### config.mk
export PLATFORM = sky130hd
export DESIGN_NAME = hwpf_arbiter
export DESIGN_NICKNAME = d
export VERILOG_FILES = /design/src/rtl/hwpf_pkg.sv /design/src/rtl/hwpf_rr_picker.sv /design/src/rtl/hwpf_arbiter.sv
export SDC_FILE = /design/constraint.sdc
export NUM_CORES = 1
export LEC_CHECK = 0
export CAP_MARGIN = 0
export CORE_AREA = 2 2 231 233
export CTS_CLUSTER_SIZE = 20
export DETAILED_ROUTE_END_ITERATION = 12
export DIE_AREA = 0 0 233 235
export SETUP_SLACK_MARGIN = 0.05
export SYNTH_ARGS = -nofsm -noshare
export SYNTH_HDL_FRONTEND = slang
export SYNTH_SLANG_ARGS = --single-unit
### constraint.sdc
create_clock -name clk_i -period 28.9 [get_ports clk_i]
set_input_delay 5.78 -clock clk_i [delete_from_list [all_inputs] [get_ports clk_i]]
set_output_delay 5.78 -clock clk_i [all_outputs]
set_load 0.01 [all_outputs]
### src/rtl/hwpf_pkg.sv
// Shared types and helpers for the hardware prefetch arbitration path.
// The request payload mirrors the hpdcache request port fields the arbiter drives.
package hwpf_pkg;

  localparam int unsigned HWPF_ADDR_W     = 40;
  localparam int unsigned HWPF_LINE_BYTES = 64;
  localparam int unsigned HWPF_OFF_W      = $clog2(HWPF_LINE_BYTES);
  localparam int unsigned HWPF_LINE_W     = HWPF_ADDR_W - HWPF_OFF_W;
  localparam int unsigned HWPF_OP_W       = 4;
  localparam int unsigned HWPF_SID_W      = 3;
  localparam int unsigned HWPF_TID_W      = 6;

  localparam logic [HWPF_OP_W-1:0] HWPF_OP_PREFETCH = 4'h6;

  typedef logic [HWPF_LINE_W-1:0] hwpf_line_t;

  typedef struct packed {
    logic       valid;
    hwpf_line_t line;
  } hwpf_arb_hist_t;

  typedef struct packed {
    logic [HWPF_ADDR_W-1:0] addr;
    logic [HWPF_OP_W-1:0]   op;
    logic [HWPF_SID_W-1:0]  sid;
    logic [HWPF_TID_W-1:0]  tid;
    logic                   need_rsp;
    logic                   uncacheable;
  } hpdcache_req_t;

  // Line number of a byte address; off_w is log2 of the line size.
  function automatic hwpf_line_t hwpf_line(input logic [HWPF_ADDR_W-1:0] addr,
                                           input int unsigned off_w);
    return hwpf_line_t'(addr >> off_w);
  endfunction

endpackage

### src/rtl/hwpf_rr_picker.sv
// Rotate-priority picker: first set request at or after ptr, wrapping modulo N.
// Returns a one-hot grant plus its binary index; purely combinational.
module hwpf_rr_picker #(
  parameter int unsigned N     = 2,
  parameter int unsigned IDX_W = (N > 1) ? $clog2(N) : 1
) (
  input  logic [N-1:0]     req,
  input  logic [IDX_W-1:0] ptr,
  output logic [N-1:0]     gnt,
  output logic [IDX_W-1:0] gnt_idx,
  output logic             any_valid
);

  logic [IDX_W:0] pos;

  // Walk offsets from farthest to nearest so the nearest requester wins.
  always_comb begin
    any_valid = |req;
    gnt_idx   = '0;
    pos       = '0;
    for (int off = N - 1; off >= 0; off--) begin
      pos = {1'b0, ptr} + (IDX_W + 1)'(off);
      if (pos >= (IDX_W + 1)'(N)) begin
        pos = pos - (IDX_W + 1)'(N);
      end
      if (req[pos[IDX_W-1:0]]) begin
        gnt_idx = pos[IDX_W-1:0];
      end
    end
  end

  for (genvar gi = 0; gi < N; gi++) begin : g_gnt
    assign gnt[gi] = any_valid && (gnt_idx == IDX_W'(gi));
  end

endmodule

### src/rtl/hwpf_arbiter.sv
// Shares the hpdcache prefetch port among NUM_REQ engines: round-robin grant,
// recent-line filter, programmable issue gap and a one-entry output slot.
module hwpf_arbiter
  import hwpf_pkg::*;
#(
  parameter int unsigned NUM_REQ    = 2,
  parameter int unsigned ADDR_W     = HWPF_ADDR_W,
  parameter int unsigned LINE_BYTES = HWPF_LINE_BYTES,
  parameter int unsigned HIST_DEPTH = 8,
  parameter int unsigned GAP_W      = 4,
  parameter int unsigned PF_SID     = 0
) (
  input  logic                      clk_i,
  input  logic                      rst_i,
  input  logic                      flush_i,
  input  logic                      lock_i,
  input  logic [GAP_W-1:0]          gap_cfg_i,
  input  logic [NUM_REQ-1:0]        pf_valid_i,
  output logic [NUM_REQ-1:0]        pf_ready_o,
  input  logic [NUM_REQ*ADDR_W-1:0] pf_addr_i,
  output logic                      dcache_req_valid_o,
  input  logic                      dcache_req_ready_i,
  output hpdcache_req_t             dcache_req_o,
  output logic [31:0]               drop_cnt_o
);

  localparam int unsigned IDX_W = $clog2(NUM_REQ);
  localparam int unsigned OFF_W = $clog2(LINE_BYTES);
  localparam int unsigned HP_W  = $clog2(HIST_DEPTH);

  logic                 slot_valid_reg, slot_valid_next;
  hpdcache_req_t        slot_req_reg, slot_req_next;
  logic [IDX_W-1:0]     rr_ptr_reg, rr_ptr_next;
  logic [GAP_W-1:0]     gap_cnt_reg, gap_cnt_next;
  logic [HP_W-1:0]      hist_wp_reg, hist_wp_next;
  hwpf_arb_hist_t       hist_reg [HIST_DEPTH];
  hwpf_arb_hist_t       hist_next [HIST_DEPTH];
  logic [31:0]          drop_cnt_reg, drop_cnt_next;

  hwpf_line_t           req_line [NUM_REQ];
  hwpf_line_t           win_line;
  hwpf_line_t           slot_line;
  logic [NUM_REQ-1:0]   gnt_onehot;
  logic [IDX_W-1:0]     gnt_idx;
  logic                 gnt_any;
  logic [HIST_DEPTH-1:0] hist_match;
  logic                 slot_drain;
  logic                 slot_hit;
  logic                 hit;
  logic                 can_grant;
  logic                 grant;
  hpdcache_req_t        new_req;

  for (genvar gi = 0; gi < NUM_REQ; gi++) begin : g_line
    assign req_line[gi] = hwpf_line(pf_addr_i[gi*ADDR_W +: ADDR_W], OFF_W);
  end

  hwpf_rr_picker #(
    .N     (NUM_REQ),
    .IDX_W (IDX_W)
  ) u_picker (
    .req       (pf_valid_i),
    .ptr       (rr_ptr_reg),
    .gnt       (gnt_onehot),
    .gnt_idx   (gnt_idx),
    .any_valid (gnt_any)
  );

  assign win_line  = req_line[gnt_idx];
  assign slot_line = hwpf_line(slot_req_reg.addr, OFF_W);

  for (genvar gi = 0; gi < HIST_DEPTH; gi++) begin : g_hist_cmp
    assign hist_match[gi] = hist_reg[gi].valid && (hist_reg[gi].line == win_line);
  end

  assign slot_drain = slot_valid_reg & dcache_req_ready_i;
  assign slot_hit   = slot_valid_reg & ~slot_drain & (slot_line == win_line);
  assign hit        = (|hist_match) | slot_hit;
  assign can_grant  = ~flush_i & ~lock_i & (gap_cnt_reg == '0)
                    & (~slot_valid_reg | dcache_req_ready_i);
  // Reset is folded in so no engine sees an acceptance while the block is held in reset.
  assign grant      = can_grant & gnt_any & ~rst_i;

  assign pf_ready_o         = grant ? gnt_onehot : '0;
  assign dcache_req_valid_o = slot_valid_reg;
  assign dcache_req_o       = slot_req_reg;
  assign drop_cnt_o         = drop_cnt_reg;

  always_comb begin
    new_req             = '0;
    new_req.addr        = HWPF_ADDR_W'(ADDR_W'(win_line) << OFF_W);
    new_req.op          = HWPF_OP_PREFETCH;
    new_req.sid         = HWPF_SID_W'(PF_SID);
    new_req.tid         = HWPF_TID_W'(gnt_idx);
    new_req.need_rsp    = 1'b0;
    new_req.uncacheable = 1'b0;
  end

  always_comb begin
    slot_valid_next = slot_valid_reg;
    slot_req_next   = slot_req_reg;
    rr_ptr_next     = rr_ptr_reg;
    gap_cnt_next    = gap_cnt_reg;
    hist_wp_next    = hist_wp_reg;
    hist_next       = hist_reg;
    drop_cnt_next   = drop_cnt_reg;

    if (flush_i) begin
      // A handshake in the flush cycle completes; otherwise the request is withdrawn.
      slot_valid_next = 1'b0;
      rr_ptr_next     = '0;
      gap_cnt_next    = '0;
      hist_wp_next    = '0;
      for (int i = 0; i < HIST_DEPTH; i++) begin
        hist_next[i].valid = 1'b0;
      end
    end else begin
      if (slot_drain) begin
        slot_valid_next = 1'b0;
      end
      if (gap_cnt_reg != '0) begin
        gap_cnt_next = gap_cnt_reg - GAP_W'(1);
      end
      if (grant) begin
        rr_ptr_next = (gnt_idx == IDX_W'(NUM_REQ - 1)) ? '0 : gnt_idx + IDX_W'(1);
      end
      if (grant && hit && (drop_cnt_reg != '1)) begin
        drop_cnt_next = drop_cnt_reg + 32'd1;
      end
      if (grant && !hit) begin
        slot_valid_next        = 1'b1;
        slot_req_next          = new_req;
        hist_next[hist_wp_reg] = '{valid: 1'b1, line: win_line};
        hist_wp_next           = hist_wp_reg + HP_W'(1);
        gap_cnt_next           = gap_cfg_i;
      end
    end
  end

  always_ff @(posedge clk_i or posedge rst_i) begin
    if (rst_i) begin
      slot_valid_reg <= 1'b0;
      slot_req_reg   <= '0;
      rr_ptr_reg     <= '0;
      gap_cnt_reg    <= '0;
      hist_wp_reg    <= '0;
      drop_cnt_reg   <= '0;
      for (int i = 0; i < HIST_DEPTH; i++) begin
        hist_reg[i] <= '0;
      end
    end else begin
      slot_valid_reg <= slot_valid_next;
      slot_req_reg   <= slot_req_next;
      rr_ptr_reg     <= rr_ptr_next;
      gap_cnt_reg    <= gap_cnt_next;
      hist_wp_reg    <= hist_wp_next;
      drop_cnt_reg   <= drop_cnt_next;
      for (int i = 0; i < HIST_DEPTH; i++) begin
        hist_reg[i] <= hist_next[i];
      end
    end
  end

endmodule
After elaboration in Yosys (flattened, before gate mapping):

Cells that the tools add are included.

* word-level logic and storage cells: 126
* flip-flop bits (word level): 357
* output and inout bits: 90
* input port bits: 91

* bitwise gates (word level): 18
* add/subtract/negate cells: 7
* multiplexer cells: 35
* $lt $le $gt $ge: 7
* reduce and logical (&&, ||, !) cells: 25
* equal/unequal tests: 10

Operators with widths (count)
* equality test 34 bit: 9
* bitwise mux 280 bit: 1
* two-way mux 280 bit: 1
* demux 35 bit (select 3 bit): 1
* two-way mux 34 bit: 3
* two-way mux 35 bit: 1
* adder 32 x 1 -> 32 bit (second input constant): 1
* != test 32 bit (second input constant): 1
* two-way mux 1 bit: 22
* logical AND 1 bit: 14
* two-way mux 4 bit: 3
* bitwise AND 1 bit: 8
* OR reduction 8 bit: 1
* two-way mux 3 bit: 2
* inverter 1 bit: 6
* nonzero test 3 bit: 2
* greater-or-equal comparator 2 bit (second input constant): 2
* greater-or-equal comparator 4 bit (second input constant): 1
* zero test 4 bit: 1
* less-than comparator 1 x 2 -> 1 bit (second input constant): 2
* less-than comparator 4 x 1 -> 1 bit (second input constant): 1
* inverter 3 -> 4 bit: 1
* AND reduction 2 bit: 2
* nonzero test 2 bit: 2
* other kinds (12): 14

Longest topological paths before layout:

Gate-level depths: netlist of the first run.

* word-level depth: 19
* mapped depth: 17
* depth with buffers taken out: 10

Hierarchy:

From an unflattened synthesis of the first run, not the netlist that was laid out.

* cell total of the unflattened synthesis: 1430
* area total of the unflattened synthesis: 19120.8 um^2

By module, submodules not included
* hwpf_arbiter: times used 1, area an instance 19088.3 um^2, cells an instance 1425
* hwpf_rr_picker: times used 1, area an instance 32.5 um^2, cells an instance 5

Worst setup path before layout of the first run:

No wires, ideal clock.

* kind: input to output
* from: in pf_valid_i[1]
* to: out pf_ready_o[1]
* required time: 23.120 ns
* slack: 16.224 ns
* stages on the path: 7
* data arrival time: 6.896 ns
* path through: buf_4 > buf_4 > buf_2 > buf_2 > o21a_1 > nand3_1 > nor2_1

* longest elaborated chain between the ends: 6
* elaborated cells on any way between the ends: 11
* those cells by class: mux (7); bitwise (2); reduce/logical (2)

Ends and longest elaborated chain
* start: declaration: line hwpf_arbiter.sv:18 `input logic [NUM_REQ-1:0] pf_valid_i,`
* two-way mux 1 bit (not written as such) (2 in a row): line hwpf_rr_picker.sv:26 `if (req[pos[IDX_W-1:0]]) begin`
* two-way mux 1 bit (2 in a row): line hwpf_rr_picker.sv:26
* logical AND 1 bit: line hwpf_rr_picker.sv:33 `assign gnt[gi] = any_valid && (gnt_idx == IDX_W'(gi));`
* two-way mux 2 bit *: line hwpf_arbiter.sv:84 `assign pf_ready_o = grant ? gnt_onehot : '0;`
* end: declaration: line hwpf_arbiter.sv:19 `output logic [NUM_REQ-1:0] pf_ready_o,`

Every way passes the cells marked *; elsewhere a longest branch is shown, timed or not. The select of a mux whose other input is x is not followed.

Worst setup path in the final report of the first run:

* from: in flush_i
* to: out pf_ready_o[1]

* longest elaborated chain between the ends: 7

Ends and longest elaborated chain
* start: declaration: line hwpf_arbiter.sv:15 `input logic flush_i,`
* inverter 1 bit (no source line)
* bitwise AND 1 bit (2 in a row): line hwpf_arbiter.sv:79 `assign can_grant = ~flush_i & ~lock_i & (gap_cnt_reg == '0)`
* bitwise AND 1 bit: line hwpf_arbiter.sv:80 `& (~slot_valid_reg | dcache_req_ready_i);`
* bitwise AND 1 bit (2 in a row): line hwpf_arbiter.sv:82 `assign grant = can_grant & gnt_any & ~rst_i;`
* two-way mux 2 bit: line hwpf_arbiter.sv:84

Every way passes these cells.

==> results of run 1 <==
stage by stage:
step                      instance area, sq um  hold WS [ns]  instances  power [mW]
after global placement                   22400         0.473       2780        1.05
after detailed placement                 22400         0.480       2780        1.06
after floorplan                          20300         0.479       2023       0.856
final                                    23800         0.490       2858        1.62
after global routing                     23800         0.506       2856        1.68
after CTS                                23800         0.489       2856        1.62
worst max-delay path: cells and delay by family:
kind / cells / cell delay, ns
buffers and inverters: 2 / 1.63
AND/OR/NAND/NOR: 3 / 0.99
kinds of logic after synthesis:
| logic type | after synthesis |
|---|---|
| DFF | 357 |
| buffers and inverters | 266 |
| muxes | 318 |
| AOI/OAI and AO/OA | 333 |
| xor gates and xnor gates | 155 |
| adders and majority gates | 3 |
| other | 1 |
| and+or+nand+nor | 573 |
placed cells by master, fill, tap and decap left out, drive strengths merged, types with 11 or more instances in the layout:
cell type and instances:
nand3 116, buf 45, o2111ai 12, o22ai 19, xor2 68, inv 143, nand4 36, mux2i 89
nor3 76, and3 76, nand2 54, mux2 229, a21boi 15, dfrtp 357, xnor2 87, clkdlybuf4s50 149
nor4 83, nand2b 26, conb 18, nand4b 11, nor2 44, nor2b 13, clkbuf 63, o21ai 90
a21oi 133
area by class of cell:
cell class                 instances  area (sq um)  area share, %
antenna                            2          5.00         0.0210
inverter                         141           537           2.26
clock inverter                    13           176          0.741
clock buffer                      63          1220           5.13
sequential                       357          8930           37.5
multi-input combinational       1400         10200           43.0
tap                              688           861           3.62
timing repair buffer             194          1840           7.73
per-layer routing:
layer	up-vias	global-route usage [%]	wire [um]
met3	183	5.39	7450
met4	2	14.8	4700
met2	924	46.6	37500
li1	7507	-	-
met5	-	0	10
met1	8998	44.7	37300
report_power, final:
group	switching [mW]	internal (mW)	total, mW	leakage [nW]
registers	0.0713	0.567	0.638	4.46
clock network	0.227	0.328	0.555	0.689
logic	0.243	0.181	0.424	6.47
worst min path at each step:
stage                                end  slack, ns
final                     drop_cnt_o[12]       0.49
after global routing      drop_cnt_o[12]       0.51
after CTS                 drop_cnt_o[12]       0.49
after detailed placement  drop_cnt_o[12]       0.48
after global placement    drop_cnt_o[12]       0.47
after floorplan             hist_reg[24]       0.48
==> impl_metrics.yaml, run 1 <==
critical_path:
  end_kind: "output pin"
  cp-startpoint: "flush_i"
  rrSetupSlack_ns: 22.15
  required_ns: 23.12
  crit_chain: "clkdlybuf4s50_1, nor3_1, nand3_1, nor2_1, clkdlybuf4s50_1"
  critPathKind: "in2out"
  reg2reg_to: "dcache_req_o[37]"
  critPathMostFrequentCell: "clkdlybuf4s50_1"
  startpoint_type: "primary input"
  reg2reg_depth: 14
  slowest_delay_ns: 1.06
  crit_path_end: "pf_ready_o[1]"
  crit_path_top_delay_cell: "clkdlybuf4s50_1"
  crit_fanout: 18
  cp.arrival_ns: 8.40
  r2r_start: "rr_ptr_reg"
grt:
  antenna_found_initial: 4
  first_global_vias: 16700
  grt.total_usage_pct: 31.5
  grt_pass1_wl_um: 123000
  grt_max_degree: 168
  grt_overflow_total: 0
timing:
  drv_slew: 0
  tns_ns: 0
  max_slew.worst_pin.slew_ns: 1.22
  fin_crit_sh_pct: 49.1
  finalSetupViolCount: 0
  hold_viol_final: 0
  fin_skew_ns: 0.0182
  rsz0062_at_grt: "no"
  min_period_ns: 14.18
  fin_ws_ns: 14.72
  fmax_mhz: 70.5
  slew-limit-headroom_pct: 18.1
detailed_routing:
  vias_per_cell: 6.16
  drt_pass1_iterations: 6
  dr.first_iter.drc_count: 2163
  wl_per_cell_um: 30.4
  drc: 0
  drtAntennaViolNets: 0
  routed-via-count: 17600
  wl_um: 87000
floorplan:
  core_area_sq_um: 52200
  die-height_um: 235
  io_pins: 181
  die_x_um: 233
  dieArea_sq_um: 54800
  initial_core_util_pct: 38.8
  rows: 84
yosys:
  synth_top_family_by_area: "multiplexers"
  synth_xor_area_share_pct: 6.70
  synth_ff_type: "dfrtp_1"
  synth_compound_area_share_pct: 9.90
  yosysWarningCount: 0
  yosysMostFrequentCell: "dfrtp_1"
  netlist.area_leader.share_pct: 44.1
  ys_ff_latch: 357
  syn_inst: 2006
  syn_avg_cell_area_sq_um: 10.1
  ys_types: 74
  netlist_top_cells_area: "dfrtp_1 44%, mux2_2 12%, mux2i_1 4.4%"
  ys_top_cells_by_count: "357 x dfrtp_1, 224 x mux2_2, 141 x inv_1"
  ys_seq_area_share_pct: 44.1
  synth_simple_gate_area_share_pct: 16.2
  synth-edff-count: 0
  async_reset_ff_share_pct: 100
  syn_area_sq_um: 20300
  synth.mux.area_fraction_pct: 17.1
  yosys.area.top_type: "dfrtp_1"
  synth_fa_ha_area_share_pct: 0.185
min_path:
  min_from: "drop_cnt_o[12]"
  hold_class: "reg2reg"
  holdPathStages: 1
power:
  ir_worst_vdd_v: 0.0000568
  p_leak_nw: 11.6
  power.density_nw_per_um2: 68.0
clock_network:
  ctsResizeCount: 0
  cts_tree: "done"
  h-tree-depth: 2
  hold_buffers: 0
  clock-root-buffer: "clkbuf_16"
  cts_buffers: 43
  cts_buffer_depth: 3
  clk_pin_slew_worst_paths_ns: 0.05
  cts.sinks: 357
  postCtsSetupBuffers: 0
  clock_latency_ns: 0.59
place:
  numPortBuffers: 150
  place_ws_ns: 14.80
  place_hpwl_um: 63100
  place.gp.congestion: 0.975
layout:
  layout-drive-gt1-share_pct: 16.6
  nets: 2231
  final_core_util_pct: 45.6
  nFillCells: 4994
  largest_reg_flops: 280
  area_growth_pct: 17.4
run:
  timing.max_cap.violations: 0
run_status:
  status: "finished, final reports clean"
Power figures use the tool's default switching activity.
==> run 2, diff against run 1 <==
clock period = 12.25 ns   (was 28.9 ns; I/O delays follow)
==> run 2 against run 1 <==
Effect of this change:
- die area unchanged
- count of clock-buffer cells in the layout down 1
- combinational power up 140%
- register-to-register slack worse by 16 ns
- final cell count up 0.24%
- global-route usage down 0.64 points
- design area up 0.46%
- sequential power up 140%
- clock skew up 0.011 ns
- critical endpoint is now hist_reg[223]
- non-clock buffer count up 6
- via count up 0.33%
- critical path depth up 10
- largest power group unchanged
==> impl_metrics.yaml, run 2 (synthesized netlist as in run 1, its figures left out) <==
timing:
  tns_ns: 0
  fin_hold_ws_ns: 0.486
  rsz0062_at_grt: "no"
  fmax_mhz: 113
  min_period_ns: 8.83
  fin_skew_ns: 0.0288
  drv_slew: 0
  finalSetupViolCount: 0
  max_slew.worst_pin.slew_ns: 1.37
  slew-limit-headroom_pct: 8.09
  fin_ws_ns: 3.42
  fin_crit_sh_pct: 72.1
  hold_viol_final: 0
grt:
  grt.total_usage_pct: 30.9
  first_global_vias: 17000
  grt_max_degree: 169
  grt_overflow_total: 0
  antenna_found_initial: 4
  grt_pass1_wl_um: 122000
floorplan:
  io_pins: 181
  die-height_um: 235
  die_x_um: 233
  rows: 84
  dieArea_sq_um: 54800
  core_area_sq_um: 52200
  initial_core_util_pct: 38.8
layout:
  diodes: 0
  largest_reg_flops: 280
  area_growth_pct: 18.0
  final_core_util_pct: 45.8
  layout-drive-gt1-share_pct: 17.1
  final_common_cell: "dfrtp_1"
  nets: 2237
  final_cell_mix: "357 x dfrtp_1, 224 x mux2_2, 149 x clkdlybuf4s50_1, 139 x inv_1, 133 x a21oi_1"
min_path:
  hold_class: "reg2reg"
critical_path:
  end_kind: "flop"
  crit_buf_inv: 6
  crit_chain: "buf_2, clkinv_1, buf_4, buf_4, o21ai_0, a21oi_1, nor4_1, nand4_1, or4_1, o311ai_2, nor4_4, buf_4, nand4_1, buf_4, mux2_2"
  crit_path_top_delay_cell: "nor4_1"
  critPathKind: "in2reg"
  crit_fanout: 43
  required_ns: 12.71
  slowest_delay_ns: 0.99
  startpoint_type: "primary input"
  rrSetupSlack_ns: 5.70
  crit_family: "simple AND/OR/NAND/NOR gates"
  critPathMostFrequentCell: "buf_4"
  cp.arrival_ns: 9.29
place:
  place_hpwl_um: 62900
  numPortBuffers: 150
  place.gp.congestion: 1.04
  place_ws_ns: 3.12
detailed_routing:
  routed-via-count: 17700
  vias_per_cell: 6.17
  wl_um: 85400
  drc: 0
  dr.first_iter.drc_count: 2139
  drtAntennaViolNets: 0
  drt_pass1_iterations: 8
  wl_per_cell_um: 29.8
clock_network:
  ctsResizeCount: 0
  cts_buffers: 43
  cts.sinks: 357
  cts_buffer_depth: 3
  postCtsSetupBuffers: 0
  h-tree-depth: 2
  hold_buffers: 0
  clock_latency_ns: 0.60
  clock-root-buffer: "clkbuf_16"
  cts_tree: "done"
  clk_pin_slew_worst_paths_ns: 0.06
power:
  power.total_mw: 3.84
  p_leak_nw: 11.7
  ir_worst_vdd_v: 0.0000919
  power.density_nw_per_um2: 161
run_status:
  status: "finished, final reports clean"
run:
  timing.max_cap.violations: 0
## run 2: cell count changes in the layout (fill, tap and decap cells not counted), sizes merged
cell / before / now
diode: 2 / 0
clkinv: 7 / 11
bufinv: 4 / 3
clkinvlp: 0 / 1
buf: 45 / 50
## run 2: worst reg2reg max path: stages, from the launching register on
cell,delay (ns)
dfrtp_1,0.41
nor2b_4,0.11
buf_4,0.38
buf_4,0.44
o21ai_1,0.38
and3_1,0.31
nor4_1,1.12
and4_1,0.37
nand4_1,0.13
o311ai_1,0.50
nor4_4,0.08
buf_4,0.31
nand4_1,0.91
buf_4,0.57
mux2_2,0.40
## run 2: stage by stage
step	area [sq um]	std cells
after CTS	23900	2864
after global placement	22400	2785
after floorplan	20300	2023
after detailed placement	22400	2785
final	23900	2865
after global routing	23900	2865
## run 2: power by group
| part | leakage, nW | internal (mW) | switching, mW |
|---|---|---|---|
| clock | 0.729 | 0.784 | 0.548 |
| sequential | 4.46 | 1.34 | 0.172 |
| combinational | 6.50 | 0.432 | 0.571 |
| total | 11.7 | 2.55 | 1.29 |
## run 2: path summary, 6_finish.rpt
check                      cells past startpoint           start                 end
setup reg to reg                              14      rr_ptr_reg       hist_reg[223]
hold / removal                                 1  drop_cnt_o[12]      drop_cnt_o[12]
max in group asynchronous                      5           rst_i       hist_reg[109]
setup / recovery                              15   pf_valid_i[1]       hist_reg[223]
min in group asynchronous                      3           rst_i  dcache_req_valid_o
hold reg to reg                                1  drop_cnt_o[12]      drop_cnt_o[12]
## run 2: final cells by class
type                       count  area (sq um)
multi-input combinational   1400         10200
inverter                     141           533
tap                          688           861
clock buffer                  62          1260
fill                        4956         28300
clock inverter                17           201
timing repair buffer         200          1900
sequential                   357          8930
## run 2: metal layers
metal	wire, um	global-route usage [%]	vias to the layer above
li1	-	-	7534
met1	34800	42.0	8886
met2	36900	45.6	1019
met3	8300	6.75	228
met4	5390	16.5	6
met5	40	0	-
